[src/rtl/binary_stream_packer.sv]
// ---------------------------------------------------------------------------
// binary_stream_packer
//
// Receiving end of the binary skin-mask stream. Tracks frame/line position of
// the 1-bit-per-pixel stream, packs pixels into 16-bit words (first pixel in
// bit 0) and hands them to the frame-buffer writer through a small show-ahead
// FIFO with a valid/ready handshake. The upstream stream cannot be stalled, so
// a word completed while the FIFO is full (and not popping) is dropped and a
// sticky overflow flag is raised.
//
// Optional feature macro: BIN_PACK_FG_COUNT_EN
//   defined   : foreground pixels of each completed frame are counted and
//               presented on oFG_Count.
//   undefined : no counter, oFG_Count is tied to 0.
//
// Parameters
//   LINE_W     pixels per line (multiple of 16)
//   FRAME_H    lines per frame
//   FIFO_DEPTH output FIFO entries (power of 2, >= 2)
//
// Ports
//   iCLK        clock
//   iRST        synchronous active-high reset
//   iBinary     pixel value (1 = skin / foreground)
//   iDVAL       iBinary valid this cycle
//   iFrame_En   capture enable (level)
//   oDATA       FIFO head: packed word
//   oSOF        FIFO head: first word of a frame
//   oEOL        FIFO head: last word of a line
//   oVALID      FIFO head is valid
//   iREADY      consumer accepts head (pop = oVALID & iREADY)
//   oFrame_Done one-cycle pulse when the last pixel of a frame was taken
//   oOverflow   sticky: a completed word was dropped
//   oFG_Count   foreground count of the last completed frame
// ---------------------------------------------------------------------------
module binary_stream_packer #(
  parameter int LINE_W     = 640,
  parameter int FRAME_H    = 480,
  parameter int FIFO_DEPTH = 4
) (
  input  logic        iCLK,
  input  logic        iRST,
  input  logic        iBinary,
  input  logic        iDVAL,
  input  logic        iFrame_En,
  output logic [15:0] oDATA,
  output logic        oSOF,
  output logic        oEOL,
  output logic        oVALID,
  input  logic        iREADY,
  output logic        oFrame_Done,
  output logic        oOverflow,
  output logic [19:0] oFG_Count
);

  localparam int XW = (LINE_W > 1) ? $clog2(LINE_W) : 1;
  localparam int YW = (FRAME_H > 1) ? $clog2(FRAME_H) : 1;
  localparam int AW = $clog2(FIFO_DEPTH);
  localparam int CW = AW + 1;

  localparam logic [XW-1:0] X_LAST  = XW'(LINE_W - 1);
  localparam logic [YW-1:0] Y_LAST  = YW'(FRAME_H - 1);
  localparam logic [XW-1:0] X_SOF   = XW'(15);
  localparam logic [CW-1:0] CNT_MAX = CW'(FIFO_DEPTH);

  typedef enum logic [1:0] {
    ST_IDLE,
    ST_CAPTURE,
    ST_WAIT_LOW
  } state_e;

  // -------------------------------------------------------------------------
  // Capture FSM, position counters and word assembly
  // -------------------------------------------------------------------------
  state_e          state_q, state_d;
  logic [3:0]      bit_idx_q, bit_idx_d;
  logic [XW-1:0]   x_q, x_d;
  logic [YW-1:0]   y_q, y_d;
  logic [15:0]     shift_q, shift_d;
  logic            frame_done_q, frame_done_d;

  logic            push;
  logic [15:0]     push_word;
  logic            push_sof;
  logic            push_eol;

  // NOTE: every signal driven here gets a default first, so no path through
  // the case/if tree can leave one unassigned and infer a latch.
  always_comb begin
    state_d      = state_q;
    bit_idx_d    = bit_idx_q;
    x_d          = x_q;
    y_d          = y_q;
    shift_d      = shift_q;
    frame_done_d = 1'b0;
    push         = 1'b0;
    push_word    = '0;
    push_sof     = 1'b0;
    push_eol     = 1'b0;

    unique case (state_q)
      ST_IDLE: begin
        if (iFrame_En) begin
          state_d   = ST_CAPTURE;
          bit_idx_d = '0;
          x_d       = '0;
          y_d       = '0;
          shift_d   = '0;
        end
      end

      ST_CAPTURE: begin
        if (!iFrame_En) begin
          // Abort: partial word and position are discarded; queued words
          // still drain on their own.
          state_d   = ST_IDLE;
          bit_idx_d = '0;
          x_d       = '0;
          y_d       = '0;
          shift_d   = '0;
        end else if (iDVAL) begin
          shift_d[bit_idx_q] = iBinary;
          bit_idx_d          = bit_idx_q + 4'd1;

          if (bit_idx_q == 4'd15) begin
            // shift_d already holds the 16th pixel, so it is the whole word.
            push      = 1'b1;
            push_word = shift_d;
            push_sof  = (x_q == X_SOF) && (y_q == '0);
            push_eol  = (x_q == X_LAST);
          end

          if (x_q == X_LAST) begin
            x_d = '0;
            if (y_q == Y_LAST) begin
              y_d          = '0;
              state_d      = ST_WAIT_LOW;
              frame_done_d = 1'b1;
            end else begin
              y_d = y_q + 1'b1;
            end
          end else begin
            x_d = x_q + 1'b1;
          end
        end
      end

      ST_WAIT_LOW: begin
        // Hold here until the enable drops so one enable yields one frame.
        if (!iFrame_En) state_d = ST_IDLE;
      end

      default: state_d = ST_IDLE;
    endcase
  end

  // NOTE: sequential state uses non-blocking assignments only, so every
  // register samples the pre-edge value of every other register.
  always_ff @(posedge iCLK) begin
    if (iRST) begin
      state_q      <= ST_IDLE;
      bit_idx_q    <= '0;
      x_q          <= '0;
      y_q          <= '0;
      shift_q      <= '0;
      frame_done_q <= 1'b0;
    end else begin
      state_q      <= state_d;
      bit_idx_q    <= bit_idx_d;
      x_q          <= x_d;
      y_q          <= y_d;
      shift_q      <= shift_d;
      frame_done_q <= frame_done_d;
    end
  end

  assign oFrame_Done = frame_done_q;

  // -------------------------------------------------------------------------
  // Show-ahead FIFO: {eol, sof, data}
  // -------------------------------------------------------------------------
  logic [17:0]   mem_q [FIFO_DEPTH];
  logic [AW-1:0] wr_ptr_q, wr_ptr_d;
  logic [AW-1:0] rd_ptr_q, rd_ptr_d;
  logic [CW-1:0] count_q, count_d;
  logic          overflow_q, overflow_d;
  logic          full;
  logic          pop;
  logic          push_ok;
  logic [17:0]   head;

  assign full    = (count_q == CNT_MAX);
  assign pop     = oVALID && iREADY;
  // A pop in the same cycle frees the slot the push needs.
  assign push_ok = push && (!full || pop);

  always_comb begin
    wr_ptr_d   = wr_ptr_q;
    rd_ptr_d   = rd_ptr_q;
    count_d    = count_q;
    overflow_d = overflow_q;

    if (push_ok) wr_ptr_d = wr_ptr_q + 1'b1;
    if (pop)     rd_ptr_d = rd_ptr_q + 1'b1;

    unique case ({push_ok, pop})
      2'b10:   count_d = count_q + 1'b1;
      2'b01:   count_d = count_q - 1'b1;
      default: count_d = count_q;
    endcase

    // Dropped word: counters upstream keep advancing, only the flag records it.
    if (push && !push_ok) overflow_d = 1'b1;
  end

  always_ff @(posedge iCLK) begin
    if (iRST) begin
      wr_ptr_q   <= '0;
      rd_ptr_q   <= '0;
      count_q    <= '0;
      overflow_q <= 1'b0;
    end else begin
      wr_ptr_q   <= wr_ptr_d;
      rd_ptr_q   <= rd_ptr_d;
      count_q    <= count_d;
      overflow_q <= overflow_d;
    end
  end

  // NOTE: the storage array has no reset; pointers and count define which
  // entries are live, and the outputs are masked while the FIFO is empty.
  always_ff @(posedge iCLK) begin
    if (push_ok) mem_q[wr_ptr_q] <= {push_eol, push_sof, push_word};
  end

  assign head      = mem_q[rd_ptr_q];
  assign oVALID    = (count_q != '0);
  assign oDATA     = oVALID ? head[15:0] : 16'h0000;
  assign oSOF      = oVALID && head[16];
  assign oEOL      = oVALID && head[17];
  assign oOverflow = overflow_q;

  // -------------------------------------------------------------------------
  // Optional foreground pixel counter
  // -------------------------------------------------------------------------
`ifdef BIN_PACK_FG_COUNT_EN
  logic [19:0] fg_cnt_q, fg_cnt_d;
  logic [19:0] fg_out_q, fg_out_d;
  logic        fg_clr;
  logic        fg_inc;

  always_comb begin
    fg_clr   = ((state_q == ST_IDLE) && iFrame_En) ||
               ((state_q == ST_CAPTURE) && !iFrame_En);
    fg_inc   = (state_q == ST_CAPTURE) && iFrame_En && iDVAL && iBinary;
    fg_cnt_d = fg_cnt_q;
    fg_out_d = fg_out_q;

    if (fg_clr)      fg_cnt_d = '0;
    else if (fg_inc) fg_cnt_d = fg_cnt_q + 20'd1;

    // The final pixel of the frame is counted in the same edge it publishes.
    if (frame_done_d) fg_out_d = fg_cnt_d;
  end

  always_ff @(posedge iCLK) begin
    if (iRST) begin
      fg_cnt_q <= '0;
      fg_out_q <= '0;
    end else begin
      fg_cnt_q <= fg_cnt_d;
      fg_out_q <= fg_out_d;
    end
  end

  assign oFG_Count = fg_out_q;
`else
  assign oFG_Count = 20'd0;
`endif

endmodule
[config.mk]
export PLATFORM = sky130hd
export DESIGN_NAME = binary_stream_packer
export DESIGN_NICKNAME = d
export VERILOG_FILES = /design/src/rtl/binary_stream_packer.sv
export SDC_FILE = /design/constraint.sdc
export NUM_CORES = 1
export LEC_CHECK = 0
export ABC_AREA = 0
export BUFFER_PORTS_ARGS = -buffer_cell sky130_fd_sc_hd__buf_2
export CAP_MARGIN = 25
export CORE_UTILIZATION = 63
export DETAILED_ROUTE_END_ITERATION = 12
export GPL_TIMING_DRIVEN = 0
export PLACE_DENSITY = 0.83
export SETUP_SLACK_MARGIN = 0.4
export SYNTH_ARGS = -nofsm -noshare
export SYNTH_HDL_FRONTEND = slang
export SYNTH_SLANG_ARGS = --single-unit
[constraint.sdc]
create_clock -name iCLK -period 3.5 [get_ports iCLK]
set_clock_uncertainty 0.2 [all_clocks]
set_input_delay 0.175 -clock iCLK [delete_from_list [all_inputs] [get_ports iCLK]]
set_output_delay 0.175 -clock iCLK [all_outputs]
set_load 0.005 [all_outputs]
# --- After elaboration in Yosys (flattened, before gate mapping) ---
# Memories as Yosys holds them, arrays and structs flattened. A register that Yosys moved wholly into a read port is not among the register bits.
# Index checks and enable logic that the tools add are counted.
totals:
  register_bits: 50
  out_inout_bits: 41
  memories: 1
  ram_bits: 72
  elab_cells: 109
  in_bits: 6
memory_table:
  columns: ["name", "depth", "width", "rd", "rd_ports_with_merged_regs", "wr", "line_no", "source"]
  rows:
  - ["mem_q", 4, 18, 1, 1, 1, "182", "logic [17:0] mem_q [FIFO_DEPTH];"]
classes:
  eq_ne: 14
  n_reduce_logical: 19
  add_sub_neg: 7
  n_mux: 52
  n_lt_le_gt_ge: 2
  bitwise_logic: 4
ops:
  columns: ["operator", "count"]
  rows:
  - ["2-to-1 mux 16 bit", 8]
  - ["2-to-1 mux 9 bit", 5]
  - ["2-to-1 mux 10 bit", 4]
  - ["case mux 16 bit (2 select lines)", 1]
  - ["case mux 10 bit (2 select lines)", 1]
  - ["case mux 9 bit (2 select lines)", 1]
  - ["bitwise mux 16 bit", 1]
  - ["2-to-1 mux 1 bit", 16]
  - ["2-to-1 mux 2 bit", 8]
  - ["2-to-1 mux 4 bit", 3]
  - ["adder 10 x 1 -> 10 bit (second input constant)", 1]
  - ["equality test 10 bit (second input constant)", 1]
  - ["equality test 10 x 4 -> 1 bit (second input constant)", 1]
  - ["adder 9 x 1 -> 9 bit (second input constant)", 1]
  - ["equality test 9 bit (second input constant)", 1]
  - ["logical NOT 9 bit", 1]
  - ["inequality test 3 bit (second input constant)", 3]
  - ["case mux 4 bit (2 select lines)", 1]
  - ["logical AND 1 bit", 7]
  - ["case mux 2 bit (3 select lines)", 1]
  - ["case mux 3 bit (2 select lines)", 1]
  - ["less-than comparator 4 x 5 -> 1 bit (second input constant)", 1]
  - ["AND reduction 5 bit", 1]
  - ["OR reduction 5 bit", 1]
  - ["other kinds (19)", 28]

# --- Longest topological paths before layout ---
logic_depth:
  word_depth: 9
  ltp_mapped: 9
  ltp_nobuf: 7

# --- Worst setup path before layout ---
# No wires, ideal clock.
synth_path:
  kind: "reg2reg"
  startpoint: "reg bit_idx_q[0]"
  endpoint: "mem mem_q[0][0], enable pin"
  path_slack_ns: 1.123
  required_ns: 2.924
  period_less_slack_ns: 2.377
  setup_ns: 0.376
  path_stages_with_launch: 7
  arrival_ns: 1.801
  path_buffers: 2
  path_cell_list: "dfxtp_1 -> ha_1 -> buf_2 -> and3_1 -> buf_4 -> nor3b_4 -> and2_1"
synth_between:
  elab_chain_len: 8
synth_rtl:
  columns: ["element", "line_no", "source"]
  rows:
  - ["from (decl)", "76", "logic [3:0] bit_idx_q, bit_idx_d;"]
  - ["from (signal assigned)", "169", "bit_idx_q <= bit_idx_d;"]
  - ["equality test 4 bit", "125", "if (bit_idx_q == 4'd15) begin"]
  - ["2-to-1 mux 1 bit", "125", null]
  - ["2-to-1 mux 1 bit", "121", "end else if (iDVAL) begin"]
  - ["2-to-1 mux 1 bit", "113", "if (!iFrame_En) begin"]
  - ["2-to-1 mux 1 bit", "101", "unique case (state_q)"]
  - ["logical AND 1 bit", "195", "assign push_ok = push && (!full || pop);"]
  - ["2-to-1 mux 1 bit", "233", "if (push_ok) mem_q[wr_ptr_q] <= {push_eol, push_sof, push_word};"]
  - ["2-to-1 mux 1 bit (implied by the code)", "233", null]
  - ["to (decl)", "182", null]
# No other way between the ends.

# --- Worst setup path in the final report ---
layout_path:
  startpoint: "reg bit_idx_q[0]"
  endpoint: "mem mem_q[3][11], enable pin"
# Same word-level chain as after synthesis.

==> results.sh <==
export IMPL_wl_per_cell_um=18.1
export IMPL_synth_most_common_cell="edfxtp_1"
export IMPL_detail_route_antenna_nets=0
export IMPL_grt_max_degree=19
export IMPL_yosys_warnings=0
export IMPL_ir_drop_uv=322
export IMPL_grt_setup_unrepaired="no"
export IMPL_critPathArrivalTime_ns=2.78
export IMPL_powerDensity_nw_per_um2=497
export IMPL_cp_cell_sequence="ha_1 -> buf_2 -> and3_1 -> buf_4 -> nor3b_4 -> and2_1"
export IMPL_grt_ovfl_total=0
export IMPL_timing_final_crit_share=0.813
export IMPL_clock_tree_buffer_depth=2
export IMPL_reg2reg_slack_ns=0.65
export IMPL_cts_htree_levels=4
export IMPL_internal_power_mw=2.64
export IMPL_clkTransAtPathRegs_ns=0.06
export IMPL_grt_pass1_vias=3794
export IMPL_synth_edf_count=72
export IMPL_setup_viol=0
export IMPL_insertion_delay_ns=0.51
export IMPL_hold_class="primary input to flip-flop"
export IMPL_cts_buffers=17
export IMPL_worst_hold_slack_ns=0.134
export IMPL_cp_end_kind="flip-flop"
export IMPL_worst_path_max_delay_cell="and2_1"
export IMPL_hp_start="iFrame_En"
export IMPL_layout_nets=556
export IMPL_crit_family="simple AND/OR/NAND/NOR gates"
export IMPL_postSynth_asyncResetShare=0
export IMPL_instances_no_fill=659
export IMPL_dp_hpwl_um=7560
export IMPL_drive_gt1_frac=0.218
export IMPL_synth_flop_cell="edfxtp_1"
export IMPL_relSlewSlack=0.355
export IMPL_path_buf_inv=2
export IMPL_synth_top_area_frac=0.378
export IMPL_die_h_um=97.3
export IMPL_antenna_found_initial=0
export IMPL_power_frac_comb=0.028
export IMPL_clkPwrFrac=0.514
export IMPL_whs_endpoint="y_q[2]"
export IMPL_r2r_end="mem_q[3][11]"
export IMPL_dieWidth_um=97.3
export IMPL_route_detailed_drc=0
export IMPL_finalCriticalPeriod_ns=2.85
export IMPL_grt_pass1_wl_um=19300
export IMPL_seq_area_frac_synth=0.556
export IMPL_setup_tns_ns=0
export IMPL_p_leak_nw=2.42
export IMPL_ys_ff_latch=123
export IMPL_area_delta_synth_final_pct=17.0
export IMPL_start_kind="flip-flop"
export IMPL_dr_pass1_iters=5
export IMPL_criticalPathCategory="flip-flop to flip-flop"
export IMPL_gp_congestion=0.888
export IMPL_synth_common_cells="edfxtp_1 (72), dfxtp_1 (51), nor2_1 (39)"
export IMPL_via_count=3905
export IMPL_cts_tree="built"
export IMPL_worst_slack_ns=0.653
export IMPL_netSwitchingPower_uw=688
export IMPL_grt_use_total=0.268
export IMPL_dieArea_um2=9470
export IMPL_yosys_area_top_type="edfxtp_1"
export IMPL_path_max_fanout=18
export IMPL_post_place_ws_ns=0.621
export IMPL_fmax_ghz=0.351
export IMPL_synth_cell_types=58
export IMPL_ys_top_cells_by_area="edfxtp_1 (38%), dfxtp_1 (18%), mux4_2 (7.1%)"
export IMPL_final_core_util=0.764
export IMPL_rows=34
export IMPL_seqPwrFrac=0.458
export IMPL_ios=47
export IMPL_diodes=0
export IMPL_cp_required_ns=3.43
export IMPL_slew_viol_final=0
export IMPL_timing_max_cap_violations=0
export IMPL_post_cts_setup_buffers=0
export IMPL_vias_per_cell=5.93
export IMPL_io_buffers=26
export IMPL_worstMarginPinSlew_ns=0.968
export IMPL_hold_depth=4
export IMPL_wl_um=11900
export IMPL_status="complete, no violations"
export IMPL_core_area_um2=8760
export IMPL_initialDrtViolationCount=286
export IMPL_avgSynthCellArea_um2=12.2
export IMPL_worstReg2RegStart="bit_idx_q[0]"
export IMPL_synth_area_um2=5720
export IMPL_cp_slowest_stage_delay_ns=0.83
export IMPL_cts_root_buf="clkbuf_8"
export IMPL_hold_violations=0
export IMPL_synth_cells=469
export IMPL_p_sw_frac=0.207
export IMPL_clock_sinks=123
export IMPL_dp_cells=622
export IMPL_cts_resized=0
export IMPL_start_util=0.653
export IMPL_worst_r2r_cell_count=6
worst max-delay path by stage:
stage          depth (start not counted)          from            to
2_1_floorplan                          6  bit_idx_q[0]   mem_q[0][0]
4_1_cts                                6  bit_idx_q[0]  mem_q[3][11]
3_5_place_dp                           6  bit_idx_q[0]   mem_q[3][8]
3_3_place_gp                           6  bit_idx_q[0]   mem_q[0][8]
5_1_grt                                6  bit_idx_q[0]  mem_q[3][11]
6_report                               6  bit_idx_q[0]  mem_q[3][11]
metrics by stage:
| stage | area [um^2] | total power [mW] |
|---|---|---|
| final | 6690 | 3.33 |
| after global routing | 6690 | 3.41 |
| after CTS | 6690 | 3.33 |
| after detailed placement | 6060 | 1.64 |
| after global placement | 6060 | 1.64 |
| after floorplan | 5790 | 1.62 |
tightest hold or removal path, stage by stage:
cell,delay [ns]
buf_2,0.12
buf_4,0.17
nand4b_1,0.21
o41ai_1,0.11
area by class of cell:
cell class	count	area, um^2
clock inverter	15	171
tap	108	135
sequential	123	3180
fill	557	2070
buffer	42	260
inverter	9	33.8
timing repair buffer	31	180
multi-input combinational	314	2310
clock buffer	17	414
layer usage:
| layer | vias to the layer above | routed length (um) | GRT usage |
|---|---|---|---|
| met1 | 1909 | 5120 | 0.325 |
| met3 | 12 | 527 | 0.0640 |
| met4 | 0 | 125 | 0.0950 |
| li1 | 1856 | - | - |
| met2 | 128 | 6140 | 0.468 |
| met5 | - | 0 | 0 |
registers in the layout (all words and copies together), names as in the netlist, named ones only:
register and count:
bit_idx_q 4, count_q 3, mem_q 72, oFrame_Done 1, oOverflow 1, rd_ptr_q 2, shift_q 15, state_q 2
wr_ptr_q 2, x_q 10, y_q 9
power groups by stage:
stage / Sequential [mW] / Clock (mW) / Combinational [mW]
floorplan: 1.55 / 0 / 0.0654
global placement: 1.55 / 0 / 0.0842
detailed placement: 1.55 / 0 / 0.0857
CTS: 1.52 / 1.72 / 0.0919
global route: 1.52 / 1.79 / 0.102
finish: 1.52 / 1.71 / 0.0942
cell families after synthesis:
| logic type | Yosys count | synth area share |
|---|---|---|
| xor+xnor | 15 | 0.0230 |
| mux | 26 | 0.0853 |
| flops | 123 | 0.556 |
| fa+ha+maj | 12 | 0.0276 |
| simple gates | 177 | 0.178 |
| compound gates | 64 | 0.0781 |
| buf+inv | 51 | 0.0514 |
| other cells | 1 | 0.000656 |
timing repair:
action                                  CTS  global route
endpoints found under the setup margin    0             0
hold endpoints to repair                 18             0
hold buffers                              5             0
cells in the final DEF, fill, tap and decap left out, types with 6 or more instances in the layout:
cell type	netlist	routed
mux4_2	18	18
buf_4	24	24
clkbuf_16	0	16
mux2i_1	6	6
and2_1	37	37
conb_1	1	20
inv_1	9	9
a22o_1	14	14
edfxtp_1	72	72
nand4_1	8	8
nand2_1	15	15
and3_1	13	13
clkbuf_1	7	7
dfxtp_1	51	51
o21ai_0	17	17
nand3_1	23	23
nor2_1	39	39
a21oi_1	6	6
a31oi_1	7	7
xnor2_1	10	10
ha_1	11	11
buf_2	9	35
Power figures use the tool's default switching activity.
